===== src/rtl/batch_norm_pkg.sv =====
// Shared types and sizing helpers for the batch-norm lane sequencer.
package batch_norm_pkg;

  typedef enum logic [2:0] {
    S_IDLE   = 3'd0,
    S_LOAD   = 3'd1,
    S_WAIT   = 3'd2,
    S_STREAM = 3'd3,
    S_DONE   = 3'd4
  } state_e;

  localparam int unsigned DEF_DATA_WIDTH = 32;
  localparam int unsigned DEF_FILTERS    = 64;
  localparam int unsigned DEF_INPUT      = 30;
  localparam int unsigned DEF_PARAM_LAT  = 1;

  // {gamma, beta} word layout: gamma occupies the upper half.
  localparam int unsigned GAMMA_SLOT = 1;
  localparam int unsigned BETA_SLOT  = 0;

  function automatic int unsigned pix_count(input int unsigned side);
    return side * side;
  endfunction

  // Counter width for a range of n values, never below one bit.
  function automatic int unsigned cnt_width(input int unsigned n);
    return (n > 1) ? $clog2(n) : 1;
  endfunction

endpackage


===== src/rtl/bn_param_fetch.sv =====
// Parameter-fetch timing: read strobe, PARAM_LAT wait counter and gamma/beta capture.
module bn_param_fetch
  import batch_norm_pkg::*;
#(
  parameter int unsigned DATA_WIDTH = DEF_DATA_WIDTH,
  parameter int unsigned PARAM_LAT  = DEF_PARAM_LAT
) (
  input  logic                    clk,
  input  logic                    rst_n,
  input  logic                    load,
  input  logic                    wait_en,
  input  logic                    abort,
  input  logic [2*DATA_WIDTH-1:0] param_data,
  output logic                    param_rd,
  output logic [DATA_WIDTH-1:0]   gamma,
  output logic [DATA_WIDTH-1:0]   beta,
  output logic                    params_ready_c
);

  localparam int unsigned LW = cnt_width(PARAM_LAT);

  logic [LW-1:0] wait_q;
  logic          last_c;

  assign param_rd       = load;
  assign last_c         = (wait_q == LW'(PARAM_LAT - 1));
  assign params_ready_c = wait_en && last_c;

  // Abort drops the outstanding read; gamma/beta keep their last capture.
  always_ff @(posedge clk or negedge rst_n) begin
    if (!rst_n) begin
      wait_q <= '0;
      gamma  <= '0;
      beta   <= '0;
    end else if (abort) begin
      wait_q <= '0;
    end else if (wait_en) begin
      if (last_c) begin
        wait_q <= '0;
        gamma  <= param_data[GAMMA_SLOT*DATA_WIDTH +: DATA_WIDTH];
        beta   <= param_data[BETA_SLOT*DATA_WIDTH +: DATA_WIDTH];
      end else begin
        wait_q <= wait_q + LW'(1);
      end
    end
  end

endmodule


===== src/rtl/batch_norm_controller.sv =====
// Filter/pixel sequencer for the shared BN datapath lane.
// Optional BN_CTRL_STALL_CNT_EN adds a 32-bit stall_cycles backpressure counter.
module batch_norm_controller
  import batch_norm_pkg::*;
#(
  parameter int unsigned DATA_WIDTH = DEF_DATA_WIDTH,
  parameter int unsigned FILTERS    = DEF_FILTERS,
  parameter int unsigned INPUT      = DEF_INPUT,
  parameter int unsigned PARAM_LAT  = DEF_PARAM_LAT,
  localparam int unsigned P         = pix_count(INPUT),
  localparam int unsigned FW        = cnt_width(FILTERS),
  localparam int unsigned PW        = cnt_width(P),
  localparam int unsigned EW        = cnt_width(FILTERS * P)
) (
  input  logic                    clk,
  input  logic                    rst_n,
  input  logic                    start,
  input  logic                    abort,
  output logic                    param_rd,
  output logic [FW-1:0]           param_addr,
  input  logic [2*DATA_WIDTH-1:0] param_data,
  output logic [DATA_WIDTH-1:0]   gamma,
  output logic [DATA_WIDTH-1:0]   beta,
  output logic                    elem_valid,
  input  logic                    elem_ready,
  output logic [EW-1:0]           elem_addr,
  output logic                    elem_last,
  output logic                    busy,
  output logic                    done
`ifdef BN_CTRL_STALL_CNT_EN
  , output logic [31:0]           stall_cycles
`endif
);

  state_e        state_q, state_d;
  logic [FW-1:0] filter_q, filter_d;
  logic [PW-1:0] pixel_q, pixel_d;
  logic [EW-1:0] elem_q, elem_d;
  logic          params_ready_c;
  logic          pixel_last_c;
  logic          filter_last_c;
  logic          accept_start_c;

  assign pixel_last_c   = (pixel_q == PW'(P - 1));
  assign filter_last_c  = (filter_q == FW'(FILTERS - 1));
  assign accept_start_c = (state_q == S_IDLE) && start && !abort;

  bn_param_fetch #(
    .DATA_WIDTH (DATA_WIDTH),
    .PARAM_LAT  (PARAM_LAT)
  ) u_fetch (
    .clk            (clk),
    .rst_n          (rst_n),
    .load           (state_q == S_LOAD),
    .wait_en        (state_q == S_WAIT),
    .abort          (abort),
    .param_data     (param_data),
    .param_rd       (param_rd),
    .gamma          (gamma),
    .beta           (beta),
    .params_ready_c (params_ready_c)
  );

  always_ff @(posedge clk or negedge rst_n) begin
    if (!rst_n) begin
      state_q  <= S_IDLE;
      filter_q <= '0;
      pixel_q  <= '0;
      elem_q   <= '0;
    end else begin
      state_q  <= state_d;
      filter_q <= filter_d;
      pixel_q  <= pixel_d;
      elem_q   <= elem_d;
    end
  end

  // elem_q tracks filter*P+pixel incrementally, so no multiplier is needed.
  always_comb begin
    state_d  = state_q;
    filter_d = filter_q;
    pixel_d  = pixel_q;
    elem_d   = elem_q;
    case (state_q)
      S_IDLE: begin
        if (accept_start_c) begin
          state_d  = S_LOAD;
          filter_d = '0;
          pixel_d  = '0;
          elem_d   = '0;
        end
      end
      S_LOAD:  state_d = S_WAIT;
      S_WAIT:  if (params_ready_c) state_d = S_STREAM;
      S_STREAM: begin
        if (elem_ready) begin
          if (!pixel_last_c) begin
            pixel_d = pixel_q + PW'(1);
            elem_d  = elem_q + EW'(1);
          end else if (!filter_last_c) begin
            pixel_d  = '0;
            filter_d = filter_q + FW'(1);
            elem_d   = elem_q + EW'(1);
            state_d  = S_LOAD;
          end else begin
            state_d = S_DONE;
          end
        end
      end
      S_DONE: begin
        state_d  = S_IDLE;
        filter_d = '0;
        pixel_d  = '0;
        elem_d   = '0;
      end
      default: state_d = S_IDLE;
    endcase
    if (abort) begin
      state_d  = S_IDLE;
      filter_d = '0;
      pixel_d  = '0;
      elem_d   = '0;
    end
  end

  assign param_addr = filter_q;
  assign elem_valid = (state_q == S_STREAM);
  assign elem_addr  = elem_q;
  assign elem_last  = (state_q == S_STREAM) && pixel_last_c;
  assign busy       = (state_q != S_IDLE);
  assign done       = (state_q == S_DONE);

`ifdef BN_CTRL_STALL_CNT_EN
  // Saturating count of STREAM cycles the datapath refused an element.
  always_ff @(posedge clk or negedge rst_n) begin
    if (!rst_n) begin
      stall_cycles <= '0;
    end else if (accept_start_c) begin
      stall_cycles <= '0;
    end else if ((state_q == S_STREAM) && !elem_ready && (stall_cycles != '1)) begin
      stall_cycles <= stall_cycles + 32'd1;
    end
  end
`endif

endmodule


===== config.mk =====
export PLATFORM = sky130hd
export DESIGN_NAME = batch_norm_controller
export DESIGN_NICKNAME = d
export VERILOG_FILES = /design/src/rtl/batch_norm_pkg.sv /design/src/rtl/bn_param_fetch.sv /design/src/rtl/batch_norm_controller.sv
export SDC_FILE = /design/constraint.sdc
export NUM_CORES = 1
export LEC_CHECK = 0
export CAP_MARGIN = 20
export CELL_PAD_IN_SITES_DETAIL_PLACEMENT = 0
export CELL_PAD_IN_SITES_GLOBAL_PLACEMENT = 1
export CORE_UTILIZATION = 36
export DETAILED_ROUTE_END_ITERATION = 6
export GPL_TIMING_DRIVEN = 0
export PLACE_DENSITY_LB_ADDON = 0.1
export SETUP_SLACK_MARGIN = 0.15
export SLEW_MARGIN = 20
export SYNTH_ARGS = -nofsm -noshare
export SYNTH_HDL_FRONTEND = slang
export SYNTH_HIERARCHICAL = 1
export SYNTH_SLANG_ARGS = --single-unit

===== constraint.sdc =====
create_clock -name clk -period 2.32 [get_ports clk]
set_input_delay 0.464 -clock clk [delete_from_list [all_inputs] [get_ports clk]]
set_output_delay 0.464 -clock clk [all_outputs]
set_load 0.05 [all_outputs]

==> results of run 1 <==
## critical path, delay by kind of cell (launching register included)
family / cells / cell delay (ns)
DFF: 1 / 0.45
buffers and inverters: 1 / 0.18
and+or+nand+nor: 3 / 0.72
## report_power, final
| part | internal [mW] | leakage [nW] | switching, mW | total, mW |
|---|---|---|---|---|
| Combinational | 1.91 | 1.66 | 2.77 | 4.68 |
| Sequential | 2.30 | 1.25 | 0.298 | 2.60 |
| Clock | 0.794 | 0.139 | 0.660 | 1.45 |
## repair_timing
item,4_1_cts,5_1_grt
pin swaps,0,3
endpoints found under the hold margin,29,0
hold buffers,1,0
endpoints found under the setup margin,5,26
setup buffers,0,1
resized for setup,15,17
## layer usage
| metal | track usage [%] | vias to the layer above | wire [µm] |
|---|---|---|---|
| met2 | 29.4 | 109 | 5650 |
| li1 | - | 1694 | - |
| met1 | 22.7 | 1739 | 5410 |
| met5 | 0 | - | 0 |
| met3 | 6.39 | 11 | 898 |
| met4 | 6.50 | 0 | 135 |
## flip-flops by register name, indices dropped and copies added, names as in the netlist
name and cells:
param_addr 6, pixel_q 10, u_fetch/beta 32, state_q 3
elem_addr 16, u_fetch/gamma 32
## cells in the mapped netlist (2+ instances only)
| master | count |
|---|---|
| o21ai_0 | 27 |
| nor3b_1 | 2 |
| nor3_1 | 6 |
| nand2_1 | 24 |
| inv_1 | 6 |
| o21ai_1 | 18 |
| a41oi_1 | 2 |
| o22a_1 | 2 |
| or3_1 | 3 |
| a311oi_1 | 2 |
| buf_6 | 3 |
| clkbuf_1 | 2 |
| nor2_1 | 22 |
| and2_1 | 2 |
| ha_1 | 3 |
| dfrtp_1 | 99 |
| o31ai_1 | 4 |
| buf_12 | 7 |
| a21oi_1 | 9 |
| nand4_1 | 13 |
| nand3_1 | 9 |
| mux2_2 | 4 |
| buf_4 | 6 |
| a31oi_1 | 6 |
| mux2_4 | 60 |
| and3_1 | 5 |
## area by class of cell
class,instances,area share (%)
sequential,99,35.7
multi-input combinational,246,29.4
timing repair buffer,162,23.9
clock buffer,12,3.70
buffer,19,3.35
tap,172,3.10
clock inverter,4,0.487
inverter,6,0.325
## cell usage in the layout (no fill, tap or decap), types with 3 or more instances in the layout
cell type and n:
o21ai_1 18, o31ai_1 4, mux2_2 4, buf_4 7, clkdlybuf4s50_1 145, dlymetal6s2s_1 8
and3_1 5, a21oi_1 9, nor2_1 21, or3_1 3, o21ai_0 27, nand3_1 9
mux2_4 60, a31oi_1 6, buf_6 5, inv_1 6, nand4_1 13, clkbuf_16 9
buf_12 7, dfrtp_1 98, nand2_1 24, nor3_1 5
## per-stage QoR
stage,worst slack (ns),hold slack (ns)
2_1_floorplan,0.196,0.168
3_3_place_gp,-3.09,0.463
3_5_place_dp,-0.232,0.354
4_1_cts,-0.0221,0.480
5_1_grt,0.0275,0.510
6_report,0.155,0.471
## cell families (layout without fill, tap and decap cells)
logic type / Yosys count / count (layout) / synth area share, %
flip-flops: 99 / 99 / 52.2
AND/OR/NAND/NOR: 97 / 97 / 11.1
buffers and inverters: 25 / 203 / 5.35
AO/OA/AOI/OAI: 80 / 80 / 10.2
adder cells (fa/ha/maj): 3 / 3 / 0.791
multiplexers: 65 / 65 / 20.1
XOR/XNOR: 1 / 1 / 0.185
## path summary, 6_finish.rpt
check | start | to | slack [ns] | cells past startpoint
min in group asynchronous | rst_n | u_fetch/gamma[0] | 0.56 | 2
setup / recovery | pixel_q[4] | elem_last | 0.15 | 4
setup reg to reg | param_addr[0] | elem_addr[8] | 0.35 | 6
max in group asynchronous | rst_n | pixel_q[0] | 1.11 | 3
hold reg to reg | elem_addr[15] | elem_addr[15] | 0.47 | 1
hold / removal | elem_addr[15] | elem_addr[15] | 0.47 | 1
==> results_dict.tcl, run 1 <==
set metrics [dict create \
    vias 3553 \
    netlist_instances 370 \
    startpoint_type "flip-flop" \
    outcome "finished, final reports clean" \
    dieWidth_um 117 \
    drive_gt1_share_pct 21.4 \
    p_per_area_nw_per_um2 1260 \
    relSlewSlack_pct 60.2 \
    final_hold_viol_count 0 \
    dieArea_um2 13600 \
    seq_area_frac_synth_pct 52.2 \
    fmax_ghz 0.462 \
    overflow 0 \
    ys.flop_type "dfrtp_1" \
    drc 0 \
    ys_async_sr_fraction_pct 100 \
    ys_types 50 \
    placedCellCount 702 \
    fin_tns_setup_ns 0 \
    finalNetCount 615 \
    gr-usage-all-layers_pct 18.2 \
    cts_root_buf "clkbuf_16" \
    first_pass_iters 4 \
    vdd_drop_max_mv 0.463 \
    syn_area_um2 4750 \
    synth.top_cell.area_share_pct 52.2 \
    antenna_left 0 \
    port_buffers 159 \
    rows 41 \
    wl_um 12100 \
    cts_tree "built" \
    finalNonFillerCells 720 \
    seqCellArea_um2 2480 \
    yosysTopAreaCell "dfrtp_1" \
    start_util_pct 37.3 \
    critPathMaxFanout 7 \
    synth-edff-count 0 \
    n_antenna_cell 0 \
    final_util_pct 54.5 \
    dp_hpwl_um 8630 \
    place_area_um2 6590 \
    path_class "reg -> out" \
    routedWlPerCell_um 16.8 \
    cpMaxStageDelayCell "dfrtp_1" \
    die_h_um 117 \
    rsz0062_at_grt "yes" \
    insertion_delay_ns 0.35 \
    final_area_um2 6940 \
    fill_cells 1152 \
    cts_buffer_depth 2 \
    setup_viol 0 \
    antenna_found_initial 0 \
    hold_path_class "reg -> reg" \
    drv_slew 0 \
    synth_nets 442 \
    synth-warning-count 6 \
    tightest_slew_ns 0.592 \
    ys_ff_latch 99 \
    synth_area_per_cell_um2 12.8 \
    core-area_um2 12700 \
    yosys-top-cells-area "dfrtp_1, mux2_4, buf_12" \
    post-route-period-util_pct 93.3 \
    cts_buffers 9 \
    required_ns 1.86 \
    worstSetupEndpointType "primary output" \
    drv_cap 0 \
    crit_chain "nor3_1 > nand4_1 > nor3_2 > buf_6" \
    ctsHtreeMaxLevel 3 \
    crit_arrival_ns 1.70 \
    period_minus_slack_ns 2.17 \
    area_growth_pct 46.2 \
    total_power_mw 8.73 \
    grt_max_degree 71 \
    multi_input_area_um2 2040 \
    clock_skew_ns 0.00782 \
    ioPinCount 160 \
    leakage_nw 3.05 \
    routabilityCongestion 0.782 \
    clkTransAtPathRegs_ns 0.07 \
    cpPeakStageDelay_ns 0.45 \
    grt_pass1_vias 3488 \
    drtIter0Drc 170 \
    grt_pass1_wl_um 18500 \
    vias_per_cell 4.93 \
    clock-sinks 99 \
]
Power figures use the tool's default switching activity.
==> run 2: changes to the inputs <==
Settings changed: CORE_UTILIZATION 36 to 39, SETUP_SLACK_MARGIN 0.15 to not set.
Clock period 2.32 ns to 2.54 ns, I/O delays scaled along.
==> run 2 against run 1 <==
The run now ends with design-rule violations left. First-iteration DRC count grew 11%. Cell count shrank 4.2%. Combinational power shrank 8.5%. Clock-buffer cell count shrank 1. Final area shrank 0.70%. Global-route usage grew 2.0 points. Via count shrank 0.65%. Worst setup slack lost 0.073 ns. Sequential power shrank 8.5%. Worst hold slack lost 0.46 ns. Largest cell class unchanged.
==> results_dict.tcl, run 2 (synthesis results as in run 1) <==
set metrics [dict create \
    outcome "complete, but fails checks" \
    violations "design-rule violations" \
    wl_um 11900 \
    drv_slew 0 \
    cts_buffers 9 \
    cts_root_buf "clkbuf_16" \
    post-route-period-util_pct 96.8 \
    tightest_slew_ns 0.568 \
    drtIter0Drc 189 \
    setup_viol 0 \
    total_power_mw 8.16 \
    cpMaxStageDelayCell "clkdlybuf4s50_1" \
    fill_cells 980 \
    vias 3530 \
    clkPwrFrac_pct 18.5 \
    grt_pass1_vias 3641 \
    dieArea_um2 12600 \
    finalNetCount 614 \
    port_buffers 159 \
    final_area_um2 6890 \
    n_antenna_cell 0 \
    vdd_drop_max_mv 0.488 \
    routabilityCongestion 0.792 \
    grt_max_degree 76 \
    rsz0062_at_grt "no" \
    clkTransAtPathRegs_ns 0.07 \
    crit_arrival_ns 1.95 \
    ctsHtreeMaxLevel 3 \
    drv_cap 0 \
    antenna_left 0 \
    reg2reg_depth 7 \
    fmax_ghz 0.407 \
    busiest_layer "met2" \
    crit_chain "buf_4 > or3_1 > clkdlybuf4s50_1" \
    cpPeakStageDelay_ns 0.70 \
    gr-usage-all-layers_pct 20.2 \
    startpoint_type "flip-flop" \
    comb_power_share_pct 52.4 \
    routedWlPerCell_um 17.3 \
    met2_usage_pct 32.0 \
    p_sw_mw 3.41 \
    final_common_cell "clkdlybuf4s50_1" \
    area_growth_pct 45.1 \
    worstSetupEndpointType "primary output" \
    dieWidth_um 112 \
    cts_buffer_depth 2 \
    grt_util_met3_pct 5.72 \
    leakage_nw 2.94 \
    clock_skew_ns 0.00453 \
    vias_per_cell 5.12 \
    final_hold_viol_count 0 \
    path_class "reg -> out" \
    place_area_um2 6550 \
    globalRouteMet1Util_pct 26.4 \
    period_minus_slack_ns 2.46 \
    grt_pass1_wl_um 19600 \
    rows 39 \
    critPathMaxFanout 10 \
    ioPinCount 160 \
    antenna_found_initial 0 \
    die_h_um 112 \
    relSlewSlack_pct 61.8 \
    cts_tree "built" \
    first_pass_iters 6 \
    overflow 0 \
    hold_path_class "in -> async" \
    final_cell_mix "clkdlybuf4s50_1, dfrtp_1, mux2_4" \
    p_int_mw 4.75 \
    start_util_pct 40.9 \
    core-area_um2 11600 \
    insertion_delay_ns 0.36 \
    sw_frac_of_total_pct 41.8 \
    drive_gt1_share_pct 20.1 \
    required_ns 2.03 \
    clock-sinks 99 \
    p_per_area_nw_per_um2 1180 \
    seqPwrFrac_pct 29.1 \
    drc 17 \
    dp_hpwl_um 8520 \
    final_util_pct 59.3 \
]
==> run 2: worst max-delay path, delay by kind of cell, from the launching register on <==
kind                   cells  cell delay, ns
buffers and inverters      2            0.86
and+or+nand+nor            1            0.36
DFF                        1            0.37
==> run 2: area by class of cell <==
cell class	count	area [µm²]	share of cell area, %
Sequential cell	99	2480	36.0
Clock inverter	5	85.1	1.24
Multi-Input combinational cell	246	2020	29.3
Inverter	6	22.5	0.327
Timing Repair Buffer	161	1630	23.7
Buffer	19	231	3.36
Clock buffer	11	243	3.52
Tap cell	143	179	2.60
==> run 2: path summary, 6_finish.rpt <==
| check | startpoint | end | slack, ns |
|---|---|---|---|
| max | state_q[1] | busy | 0.08 |
| min | rst_n | u_fetch/gamma[29] | 0.009 |
| max reg2reg | pixel_q[0] | elem_addr[15] | 0.52 |
| min reg2reg | elem_addr[15] | elem_addr[15] | 0.48 |
| max in group asynchronous | rst_n | pixel_q[8] | 1.88 |
| min in group clk | elem_addr[15] | elem_addr[15] | 0.48 |
==> run 2: stage by stage <==
| step | std cells | setup slack [ns] | hold slack [ns] | TNS (ns) |
|---|---|---|---|---|
| after floorplan | 370 | 0.372 | 0.212 | 0 |
| after global placement | 672 | -2.85 | 0.465 | -281.50 |
| after detailed placement | 673 | -0.0558 | 0.387 | -0.104 |
| after CTS | 689 | 0.00138 | 0.00601 | 0 |
| after global routing | 690 | 0.0307 | 0.0158 | 0 |
| final | 690 | 0.0818 | 0.00944 | 0 |
==> run 2: power by group through the flow <==
| stage | Clock (mW) | Combinational (mW) | Sequential (mW) |
|---|---|---|---|
| floorplan | 0 | 1.04 | 4.22 |
| global route | 1.61 | 4.42 | 2.45 |
| detailed placement | 0 | 4.27 | 2.42 |
| CTS | 1.55 | 4.30 | 2.39 |
| finish | 1.51 | 4.28 | 2.38 |
| global placement | 0 | 4.27 | 2.37 |
==> run 2: timing repair <==
item	in CTS	in global routing
gates resized for setup	5	3
setup endpoints to repair	1	3
endpoints found under the hold margin	0	0
hold buffers	0	0
cloned	0	0
setup buffers	0	1
==> run 2: metal layers <==
metal | up-vias | share of wire, %
met5 | - | 0
met4 | 0 | 1.7
met3 | 14 | 7.6
met2 | 112 | 48
met1 | 1707 | 43
li1 | 1697 | -
